`config.mk`:
```
export PLATFORM = sky130hd
export DESIGN_NAME = l2_mac_sequencer
export DESIGN_NICKNAME = d
export VERILOG_FILES = /design/src/rtl/nn_pkg.sv /design/src/rtl/q15_round_sat.sv /design/src/rtl/l2_mac_sequencer.sv
export SDC_FILE = /design/constraint.sdc
export NUM_CORES = 1
export LEC_CHECK = 0
export ABC_AREA = 1
export CAP_MARGIN = 30
export CORE_UTILIZATION = 50
export DETAILED_ROUTE_END_ITERATION = 6
export PLACE_DENSITY_LB_ADDON = 0.15
export SLEW_MARGIN = 40
export SYNTH_ARGS = -nofsm -noshare
export SYNTH_HDL_FRONTEND = slang
export SYNTH_SLANG_ARGS = --single-unit
```
`constraint.sdc`:
```
create_clock -name clk -period 15.4 [get_ports clk]
set_input_delay 3.08 -clock clk [delete_from_list [all_inputs] [get_ports clk]]
set_output_delay 3.08 -clock clk [all_outputs]
set_load 0.01 [all_outputs]
```
`src/rtl/nn_pkg.sv`:
```
// Shared constants, FSM state encoding and saturation limits for the MLP classifier datapath.
package nn_pkg;

  localparam int N_HID     = 8;
  localparam int N_OUT     = 5;
  localparam int DATA_W    = 16;
  localparam int FRAC_BITS = 15;
  localparam int ACC_W     = 35;
  localparam int IDX_W     = 3;

  localparam int SAT_MAX = 32767;
  localparam int SAT_MIN = -32768;

  localparam logic [IDX_W-1:0] K_LAST = IDX_W'(N_HID - 1);
  localparam logic [IDX_W-1:0] N_LAST = IDX_W'(N_OUT - 1);

  typedef enum logic [1:0] {
    IDLE,
    MAC,
    OUT,
    DONE
  } state_t;

endpackage

```
`src/rtl/q15_round_sat.sv`:
```
// Accumulator to Q1.15-scaled 16-bit result: round half up, arithmetic shift, clamp.
// Latency: combinational. Backpressure: none.
// Shared between the layer-1 and layer-2 stages.
module q15_round_sat
  import nn_pkg::*;
(
  input  logic signed [ACC_W-1:0]  acc,
  output logic signed [DATA_W-1:0] q
);

  localparam logic signed [ACC_W-1:0] HALF = ACC_W'(2 ** (FRAC_BITS - 1));
  localparam logic signed [ACC_W-1:0] HI   = ACC_W'(SAT_MAX);
  localparam logic signed [ACC_W-1:0] LO   = ACC_W'(SAT_MIN);

  logic signed [ACC_W-1:0] biased;
  logic signed [ACC_W-1:0] shifted;

  // acc is bounded well inside ACC_W, so adding the half-LSB cannot overflow
  always_comb begin
    biased  = acc + HALF;
    shifted = biased >>> FRAC_BITS;
    if (shifted > HI) begin
      q = DATA_W'(SAT_MAX);
    end else if (shifted < LO) begin
      q = DATA_W'(SAT_MIN);
    end else begin
      q = shifted[DATA_W-1:0];
    end
  end

endmodule

```
`src/rtl/l2_mac_sequencer.sv`:
```
// Layer-2 MAC sequencer: 8-term dot product per output neuron on one multiplier, 5 logits streamed.
// Latency: 8 MAC cycles per logit, 9 per logit with out_ready high. Backpressure: out_valid holds data while !out_ready.
// Optional L2_ARGMAX_EN adds class_id/class_valid (running argmax, ties keep the lower index).
module l2_mac_sequencer
  import nn_pkg::*;
(
  input  logic         clk,
  input  logic         rst_n,
  input  logic         start,
  input  logic [127:0] h_vec,
  output logic [2:0]   rom_addr,
  input  logic [15:0]  w1,
  input  logic [15:0]  w2,
  input  logic [15:0]  w3,
  input  logic [15:0]  w4,
  input  logic [15:0]  w5,
  input  logic [15:0]  w6,
  input  logic [15:0]  w7,
  input  logic [15:0]  w8,
  output logic         busy,
  output logic         out_valid,
  input  logic         out_ready,
  output logic [15:0]  out_data,
  output logic [2:0]   out_idx,
  output logic         done
`ifdef L2_ARGMAX_EN
  ,
  output logic [2:0]   class_id,
  output logic         class_valid
`endif
);

  state_t                   state;
  logic [N_HID*DATA_W-1:0]  h_q;
  logic [IDX_W-1:0]         k;
  logic [IDX_W-1:0]         n;
  logic signed [ACC_W-1:0]  acc;
  logic signed [ACC_W-1:0]  acc_nxt;
  logic signed [DATA_W-1:0] h_sel;
  logic signed [DATA_W-1:0] w_sel;
  logic signed [2*DATA_W-1:0] prod;
  logic signed [DATA_W-1:0] logit;

  always_comb begin
    h_sel = '0;
    w_sel = '0;
    case (k)
      3'd0: begin h_sel = h_q[15:0];    w_sel = w1; end
      3'd1: begin h_sel = h_q[31:16];   w_sel = w2; end
      3'd2: begin h_sel = h_q[47:32];   w_sel = w3; end
      3'd3: begin h_sel = h_q[63:48];   w_sel = w4; end
      3'd4: begin h_sel = h_q[79:64];   w_sel = w5; end
      3'd5: begin h_sel = h_q[95:80];   w_sel = w6; end
      3'd6: begin h_sel = h_q[111:96];  w_sel = w7; end
      default: begin h_sel = h_q[127:112]; w_sel = w8; end
    endcase
  end

  assign prod    = h_sel * w_sel;
  assign acc_nxt = acc + ACC_W'(prod);

  // The final product is folded in combinationally so the logit registers on the last MAC edge
  q15_round_sat u_round (
    .acc (acc_nxt),
    .q   (logit)
  );

`ifdef L2_ARGMAX_EN
  logic signed [DATA_W-1:0] max_val;
  logic [IDX_W-1:0]         max_idx;
  logic                     take_new;

  assign take_new = (out_idx == '0) || ($signed(out_data) > max_val);
`endif

  always_ff @(posedge clk or negedge rst_n) begin
    if (!rst_n) begin
      state     <= IDLE;
      h_q       <= '0;
      k         <= '0;
      n         <= '0;
      acc       <= '0;
      rom_addr  <= '0;
      busy      <= 1'b0;
      out_valid <= 1'b0;
      out_data  <= '0;
      out_idx   <= '0;
      done      <= 1'b0;
`ifdef L2_ARGMAX_EN
      max_val     <= '0;
      max_idx     <= '0;
      class_id    <= '0;
      class_valid <= 1'b0;
`endif
    end else begin
      done <= 1'b0;
`ifdef L2_ARGMAX_EN
      class_valid <= 1'b0;
`endif
      case (state)
        IDLE: begin
          if (start) begin
            h_q      <= h_vec;
            n        <= '0;
            k        <= '0;
            acc      <= '0;
            rom_addr <= '0;
            busy     <= 1'b1;
            state    <= MAC;
          end
        end

        MAC: begin
          acc <= acc_nxt;
          k   <= k + 3'd1;
          if (k == K_LAST) begin
            out_data  <= logit;
            out_idx   <= n;
            out_valid <= 1'b1;
            state     <= OUT;
          end
        end

        OUT: begin
          if (out_valid && out_ready) begin
            out_valid <= 1'b0;
`ifdef L2_ARGMAX_EN
            if (take_new) begin
              max_val <= $signed(out_data);
              max_idx <= out_idx;
            end
`endif
            if (n == N_LAST) begin
              busy  <= 1'b0;
              done  <= 1'b1;
              state <= DONE;
`ifdef L2_ARGMAX_EN
              class_id    <= take_new ? out_idx : max_idx;
              class_valid <= 1'b1;
`endif
            end else begin
              n        <= n + 3'd1;
              rom_addr <= n + 3'd1;
              acc      <= '0;
              k        <= '0;
              state    <= MAC;
            end
          end
        end

        DONE: state <= IDLE;

        default: state <= IDLE;
      endcase
    end
  end

endmodule

```
* After elaboration in Yosys (flattened, before gate mapping) *
Index checks and enable logic that the tools add are counted.

storage, ports and cells
  ROM bits = 0
  memories kept = 0
  logic and storage cells = 76
  output and inout port bits = 25
  bits in writable memories = 0
  bits in latches = 0
  bits in registers = 193
  input port bits = 260

operators by class
  multiply operators = 1
  $add $sub $neg = 4
  div/mod/pow operators = 0
  $lt $le $gt $ge = 2
  equality and inequality tests = 16
  mux-type cells = 30
  reductions and logical operators = 13
  bitwise logic cells = 0
  shift operators = 0

operator list
  cell                    number
  $pmux 16 s7             2
  $mux 35                 3
  $pmux 35 s3             1
  $add 35x16->35 const B  1
  $add 35x32->35          1
  $mul 16x16->32          1
  $mux 16                 2
  $gt 20x16->1 const B    1
  $lt 20x16->1 const B    1
  $eq 3x3->1 const B      5
  $mux 3                  5
  $reduce_and 4->1        3
  $ne 2x2->1 const B      5
  $pmux 3 s3              1
  $mux 1                  8
  $mux 2                  4
  $pmux 2 s4              1
  $add 3x1->3 const B     2
  $eq 3x2->1 const B      2
  $pmux 3 s2              1
  $reduce_and 3->1        2
  $eq 2x2->1 const B      2
  $pmux 1 s2              2
  $reduce_and 2->1        2
  7 further kinds         8

* Logic depth before layout (Yosys ltp) *
Gate-level depths: netlist of run 1.

  depth after elaboration = 8
  mapped depth = 51
  depth with buffers taken out = 47

* Hierarchy *
Synthesis of run 1 repeated with hierarchy kept, for this count alone.

second synthesis, totals
  cell total of the unflattened synthesis = 2,683
  area total of the unflattened synthesis = 21,886.0 um^2

by module, submodules not included
  module            sequential area each (um^2)  area each (um^2)  instances  cells each
  l2_mac_sequencer  4,829.6                      21,211.6          1          2,555
  q15_round_sat     0.0                          674.4             1          128

* Worst setup path after synthesis of run 1 *
OpenSTA, ideal clock, no wires.

  kind = input-to-reg
  from = input port w2[1]
  to = register out_data[4]
  data required time = 15.283 ns
  slack = 5.714 ns
  setup time = 0.117 ns
  buffers on the path = 2
  stages = 38
  arrival time = 9.569 ns
  path through = a32o_1 > a221oi_1 > nand4_1 > o21ai_1 > clkbuf_1 > nor2_1 > fa_1 > inv_1 > fa_1 > fa_1 > inv_1 > fa_1 > fa_1 > inv_1 > fa_1 > inv_1 > ha_1 > nand2_1 > (+2 left out) > nand2_1 > inv_1 > nand2_1 > xor2_1 > inv_1 > ha_1 > nand3_2 > nor2_4 > nand3_1 > nand2_1 > nand2_1 > nor2_1 > nand2_1 > nand2_4 > buf_8 > nand2_1 > nand2_1 > nand2_1

between the ends
  word-level cells in the longest chain between the ends = 7
  elaborated cells between the ends (all ways) = 8
  classes of those cells = add/sub (2); mul (1); order compare (2); mux (3)

RTL lines
  element                 line                     source
  start: declaration      l2_mac_sequencer.sv:13   input logic [15:0] w2,
  $pmux 16 s7 (*)         l2_mac_sequencer.sv:47   case (k)
  $mul 16x16->32 (*)      l2_mac_sequencer.sv:59   assign prod = h_sel * w_sel;
  $add 35x32->35 (*)      l2_mac_sequencer.sv:60   assign acc_nxt = acc + ACC_W'(prod);
  $add 35x16->35 (*)      q15_round_sat.sv:20      biased = acc + HALF;
  $lt 20x16->1            q15_round_sat.sv:24      end else if (shifted < LO) begin
  $mux 16                 q15_round_sat.sv:24
  $mux 16 (*)             q15_round_sat.sv:22      if (shifted > HI) begin
  end signal: assignment  l2_mac_sequencer.sv:117  out_data <= logit;
  end: declaration        l2_mac_sequencer.sv:23   output logic [15:0] out_data,

Mark *: on every way between the ends. The rest lies on a longest branch, timed or not.
A chain may end at the register's enable or synchronous reset.

* Worst setup path after layout of run 1 *
  from = input port w4[2]
  to = register out_data[6]

between the ends
  word-level cells in the longest chain between the ends = 7
  elaborated cells between the ends (all ways) = 8
  classes of those cells = add/sub (2); mul (1); order compare (2); mux (3)

RTL lines
  element             line                    source
  start: declaration  l2_mac_sequencer.sv:15  input logic [15:0] w4,
  $pmux 16 s7 (*)     l2_mac_sequencer.sv:47
  $mul 16x16->32 (*)  l2_mac_sequencer.sv:59
  $add 35x32->35 (*)  l2_mac_sequencer.sv:60
  $add 35x16->35 (*)  q15_round_sat.sv:20
  $lt 20x16->1        q15_round_sat.sv:24
  $mux 16             q15_round_sat.sv:24
  $mux 16 (*)         q15_round_sat.sv:22

Marks and branches as above.

==> flow_metrics.env, run 1 <==
export IMPL_status="completed"
export IMPL_hp_class="reg -> reg"
export IMPL_setup_tns_ps=0
export IMPL_firstDrtPassIters=6
export IMPL_cts_num_sinks=193
export IMPL_drv_slew=0
export IMPL_cpPeakStageDelay_ps=820
export IMPL_crit_top_cell="nand2_1"
export IMPL_path_clk_slew_ps=70
export IMPL_worst_pin_slew_ps=839
export IMPL_worstSkewPairLatency_ps=470
export IMPL_synth_edf_count=0
export IMPL_slew_headroom=0.439
export IMPL_syn_inst=2768
export IMPL_path_delay_family="adder cells"
export IMPL_cts_root_buf="clkbuf_16"
export IMPL_syn_avg_cell_area_um2=7.87
export IMPL_grt_pass1_wl_mm=114
export IMPL_fin_crit_ps=11090
export IMPL_totalWireLength_mm=72.8
export IMPL_rsz0062_at_grt="no"
export IMPL_die_h_um=211
export IMPL_path_class="in -> reg"
export IMPL_grt_max_degree=121
export IMPL_grt_use_met2=0.516
export IMPL_start_kind="input pin"
export IMPL_start_util=0.507
export IMPL_cts_setup_buffers=0
export IMPL_maxCapViolCount=0
export IMPL_arrival_ps=11450
export IMPL_layout_drive_gt1_share=0.0486
export IMPL_ys_ff_latch=193
export IMPL_fin_nets=3695
export IMPL_cts_tree="done"
export IMPL_dieArea_um2=44400
export IMPL_n_fill_cell=3938
export IMPL_use_met1=0.498
export IMPL_syn_cell_area_um2=21800
export IMPL_crit_path_end_kind="flop"
export IMPL_ys_types=45
export IMPL_num_rows=76
export IMPL_hold_violations=0
export IMPL_ys_seq_area_frac=0.222
export IMPL_globalRoute_totalOverflow=0
export IMPL_crit_required_ps=15760
export IMPL_detail_route_wl_per_cell_um=20.1
export IMPL_ys_async_sr_fraction=1.00
export IMPL_ys_warnings_count=0
export IMPL_clk_path_buf_depth=2
export IMPL_grt_busiest_layer="met2"
export IMPL_ant_nets=0
export IMPL_fin_cells=3613
export IMPL_drc=0
export IMPL_cts_max_level=4
export IMPL_avgViaCountPerCell=5.31
export IMPL_gp_congestion=0.961
export IMPL_cts_resized=0
export IMPL_fmax_mhz=90.2
export IMPL_design_core_area_um2=43000
export IMPL_grt_total_usage=0.343
export IMPL_dp_cells=3578
export IMPL_skew_ps=10.9
export IMPL_dpl_hpwl_mm=58.9
export IMPL_cp_max_fo=15
export IMPL_holdBufCountCts=0
export IMPL_grt_pass1_vias=19500
export IMPL_slowest_stage="fa_1"
export IMPL_setup_viol=0
export IMPL_io_pins=285
export IMPL_critPathBufInv=7
export IMPL_cts_made_buffers=17
export IMPL_antenna_found_initial=7
export IMPL_yosys_most_used_dff="dfrtp_1"
export IMPL_vias=19200
export IMPL_syn2layout_area_growth_pct=18.7
export IMPL_port_buffers=284
export IMPL_use_met3=0.0772
export IMPL_synthesis_nets=3451
export IMPL_drt_initial_drc_count=1715
export IMPL_period_share=0.720
export IMPL_die_w_um=211
export IMPL_reg2reg_setup_slack_ps=5150
cell usage in the layout, fill, tap and decap left out, drive strengths merged, types with 7 or more instances in the layout:
master,instances
ha,113
nand3,77
fa,310
xnor2,12
buf,33
o21ai,97
a21oi,50
dfrtp,193
inv,533
clkinv,12
nor2,253
nand2,876
nand4,36
o22ai,11
a221oi,36
clkdlybuf4s50,283
xor2,14
a22o,16
o21a,7
clkbuf,19
nor3,8
a32o,16
area by class of cell:
class / instances / area, um2 / share of cell area
inverter: 535 / 2010 / 0.0778
timing repair buffer: 317 / 3120 / 0.121
tap: 585 / 732 / 0.0283
clock buffer: 18 / 429 / 0.0166
sequential: 193 / 4830 / 0.187
multi-input combinational: 1948 / 14600 / 0.564
clock inverter: 13 / 151 / 0.00586
antenna: 4 / 10.0 / 0.000387
registers in the layout, summed over array words and instances, names as in the netlist:
signal,count
acc,35
busy,1
done,1
h_q,128
k,3
n,3
out_data,16
out_idx,3
out_valid,1
state,2
final timing paths:
path                       startpoint           to  cells after the start
max                             w4[2]  out_data[6]                     36
min                           h_q[92]      h_q[92]                      2
max in group asynchronous       rst_n      h_q[70]                      2
min reg2reg                   h_q[92]      h_q[92]                      2
max reg2reg                      k[2]  out_data[6]                     37
min in group asynchronous       rst_n      h_q[24]                      1
cells in the mapped netlist (all sizes together), types with 16 or more instances:
cell type / n / share of area
nand2: 876 / 0.15
inv: 528 / 0.091
fa: 310 / 0.29
nor2: 253 / 0.047
dfrtp: 193 / 0.22
ha: 113 / 0.065
o21ai: 97 / 0.022
nand3: 77 / 0.020
clkbuf: 76 / 0.014
a21oi: 50 / 0.012
a221oi: 36 / 0.014
nand4: 36 / 0.011
a22o: 16 / 0.0064
a32o: 16 / 0.0074
buf: 16 / 0.0043
stage by stage:
stage                      util  worst slack, ps  area (um2)  hold WS [ps]
final                     0.601             4310       25900           483
after global routing      0.601             3860       25800           504
after CTS                 0.601             4530       25800           485
after detailed placement  0.588             4070       25300           460
after global placement    0.587             4070       25200           459
after floorplan               -             5710       21800           444
routing by layer:
layer	routed length, um	share of wire
met1	33300	0.46
met2	32000	0.44
met3	5660	0.078
met4	1800	0.025
met5	34	0.00047
cell families (layout without fill, tap and decap cells):
logic type | after synthesis | after routing | synth area share
xor+xnor | 26 | 26 | 0.0105
buf+inv | 627 | 883 | 0.110
compound gates | 240 | 240 | 0.0705
other cells | 0 | 4 | 0
flops | 193 | 193 | 0.222
simple gates | 1259 | 1259 | 0.237
fa+ha+maj | 423 | 423 | 0.350
worst min-delay path, stage by stage, from the launching register on:
cell	delay (ps)
dfrtp_1	350
nand2_1	50
nand2_1	50
Power of run 1 is not shown: default switching activity piles up to over one toggle a cycle in this logic, so the estimate is an artifact.
==> run 2, diff against run 1 <==
==> constraint.sdc (replaced) <==
create_clock -name clk -period 10.18 [get_ports clk]
set_input_delay 2.036 -clock clk [delete_from_list [all_inputs] [get_ports clk]]
set_output_delay 2.036 -clock clk [all_outputs]
set_load 0.01 [all_outputs]
==> flow_metrics.env, run 2 (same netlist as run 1, synthesis figures left out) <==
export IMPL_grt_max_degree=103
export IMPL_worst_pin_slew_ps=836
export IMPL_cts_root_buf="clkbuf_16"
export IMPL_setup_tns_ps=0
export IMPL_final_common_cell="nand2_1"
export IMPL_cts_tree="done"
export IMPL_holdBufCountCts=0
export IMPL_largest_reg_flops=128
export IMPL_cts_max_level=4
export IMPL_crit_top_cell="nand2_1"
export IMPL_slowest_stage="fa_1"
export IMPL_fin_nets=3733
export IMPL_start_kind="input pin"
export IMPL_gp_congestion=0.990
export IMPL_status="completed"
export IMPL_cpPeakStageDelay_ps=660
export IMPL_mostFrequentLayoutCells="848 x nand2_1, 513 x inv_1, 310 x fa_1, 283 x clkdlybuf4s50_1, 233 x nor2_1"
export IMPL_largest_register="h_q"
export IMPL_drt_initial_drc_count=1538
export IMPL_path_class="in -> reg"
export IMPL_totalWireLength_mm=73.7
export IMPL_slew_headroom=0.442
export IMPL_holdWs_ps=481
export IMPL_period_share=0.952
export IMPL_globalRoute_totalOverflow=0
export IMPL_detail_route_wl_per_cell_um=20.2
export IMPL_drc=0
export IMPL_maxCapViolCount=0
export IMPL_layout_drive_gt1_share=0.0607
export IMPL_setup_viol=0
export IMPL_syn2layout_area_growth_pct=20.0
export IMPL_vias=19300
export IMPL_fmax_mhz=103
export IMPL_rsz0062_at_grt="no"
export IMPL_post_place_ws_ps=79.4
export IMPL_drv_slew=0
export IMPL_grt_pass1_wl_mm=115
export IMPL_cts_made_buffers=17
export IMPL_grt_total_usage=0.349
export IMPL_ant_nets=0
export IMPL_cts_resized=0
export IMPL_crit_required_ps=10620
export IMPL_path_clk_slew_ps=80
export IMPL_die_w_um=211
export IMPL_design_core_area_um2=43000
export IMPL_cts_num_sinks=193
export IMPL_setup_slack_ps=485
export IMPL_fin_crit_ps=9690
export IMPL_arrival_ps=10140
export IMPL_hp_class="reg -> reg"
export IMPL_io_pins=285
export IMPL_port_buffers=284
export IMPL_avgViaCountPerCell=5.29
export IMPL_start_util=0.507
export IMPL_die_h_um=211
export IMPL_antenna_found_initial=10
export IMPL_reg_largest_list="h_q (128), acc (35), out_data (16)"
export IMPL_crit_path_end_kind="flop"
export IMPL_cts_setup_buffers=0
export IMPL_grt_pass1_vias=19700
export IMPL_skew_ps=17.6
export IMPL_dpl_hpwl_mm=60.9
export IMPL_worstSkewPairLatency_ps=510
export IMPL_firstDrtPassIters=6
export IMPL_cp_max_fo=12
export IMPL_num_rows=76
export IMPL_dieArea_um2=44400
export IMPL_fin_util=0.608
export IMPL_hold_violations=0
export IMPL_clk_path_buf_depth=2
-- run 2: changes by cell type in the layout (fill, tap and decap cells not counted), sizes merged --
cell	delta
buf	+38
bufinv	-2
clkbuf	-1
clkinv	-1
clkinvlp	+1
diode	+1
inv	+4
-- run 2: final timing paths --
| kind | from | endpoint | slack [ps] | cells past startpoint |
|---|---|---|---|---|
| min in group asynchronous | rst_n | h_q[26] | 1520 | 1 |
| worst max register to register | k[2] | out_data[7] | 800 | 36 |
| worst min register to register | h_q[116] | h_q[116] | 480 | 2 |
| worst min-delay path | h_q[116] | h_q[116] | 480 | 2 |
| max in group asynchronous | rst_n | acc[34] | 7430 | 3 |
| worst max-delay path | w5[12] | out_data[7] | 490 | 36 |
-- run 2: metal layers --
metal | GRT usage | wire [um]
met5 | 0 | 69
met2 | 0.523 | 32500
met3 | 0.0821 | 5850
met1 | 0.500 | 33200
met4 | 0.111 | 2010
-- run 2: worst max-delay path, delay by kind of cell --
kind	cells	cell delay (ps)
fa+ha+maj	7	3530
simple gates	20	2540
compound gates	3	1060
buf+inv	6	940
-- run 2: cell type report --
| class | instances | area [um2] |
|---|---|---|
| Fill cell | 3933 | 16800 |
| Multi-Input combinational cell | 1948 | 14600 |
| Sequential cell | 193 | 4830 |
| Timing Repair Buffer | 355 | 3420 |
| Inverter | 535 | 2010 |
| Tap cell | 585 | 732 |
| Clock buffer | 17 | 425 |
| Clock inverter | 15 | 141 |
| Antenna cell | 5 | 12.5 |
-- run 2: metrics by stage --
step | std cells | cell area (um2)
after global placement | 3615 | 25500
after detailed placement | 3616 | 25600
after CTS | 3648 | 26100
final | 3653 | 26100
after floorplan | 2768 | 21800
after global routing | 3651 | 26100
Power of run 2 is left out for the same reason.
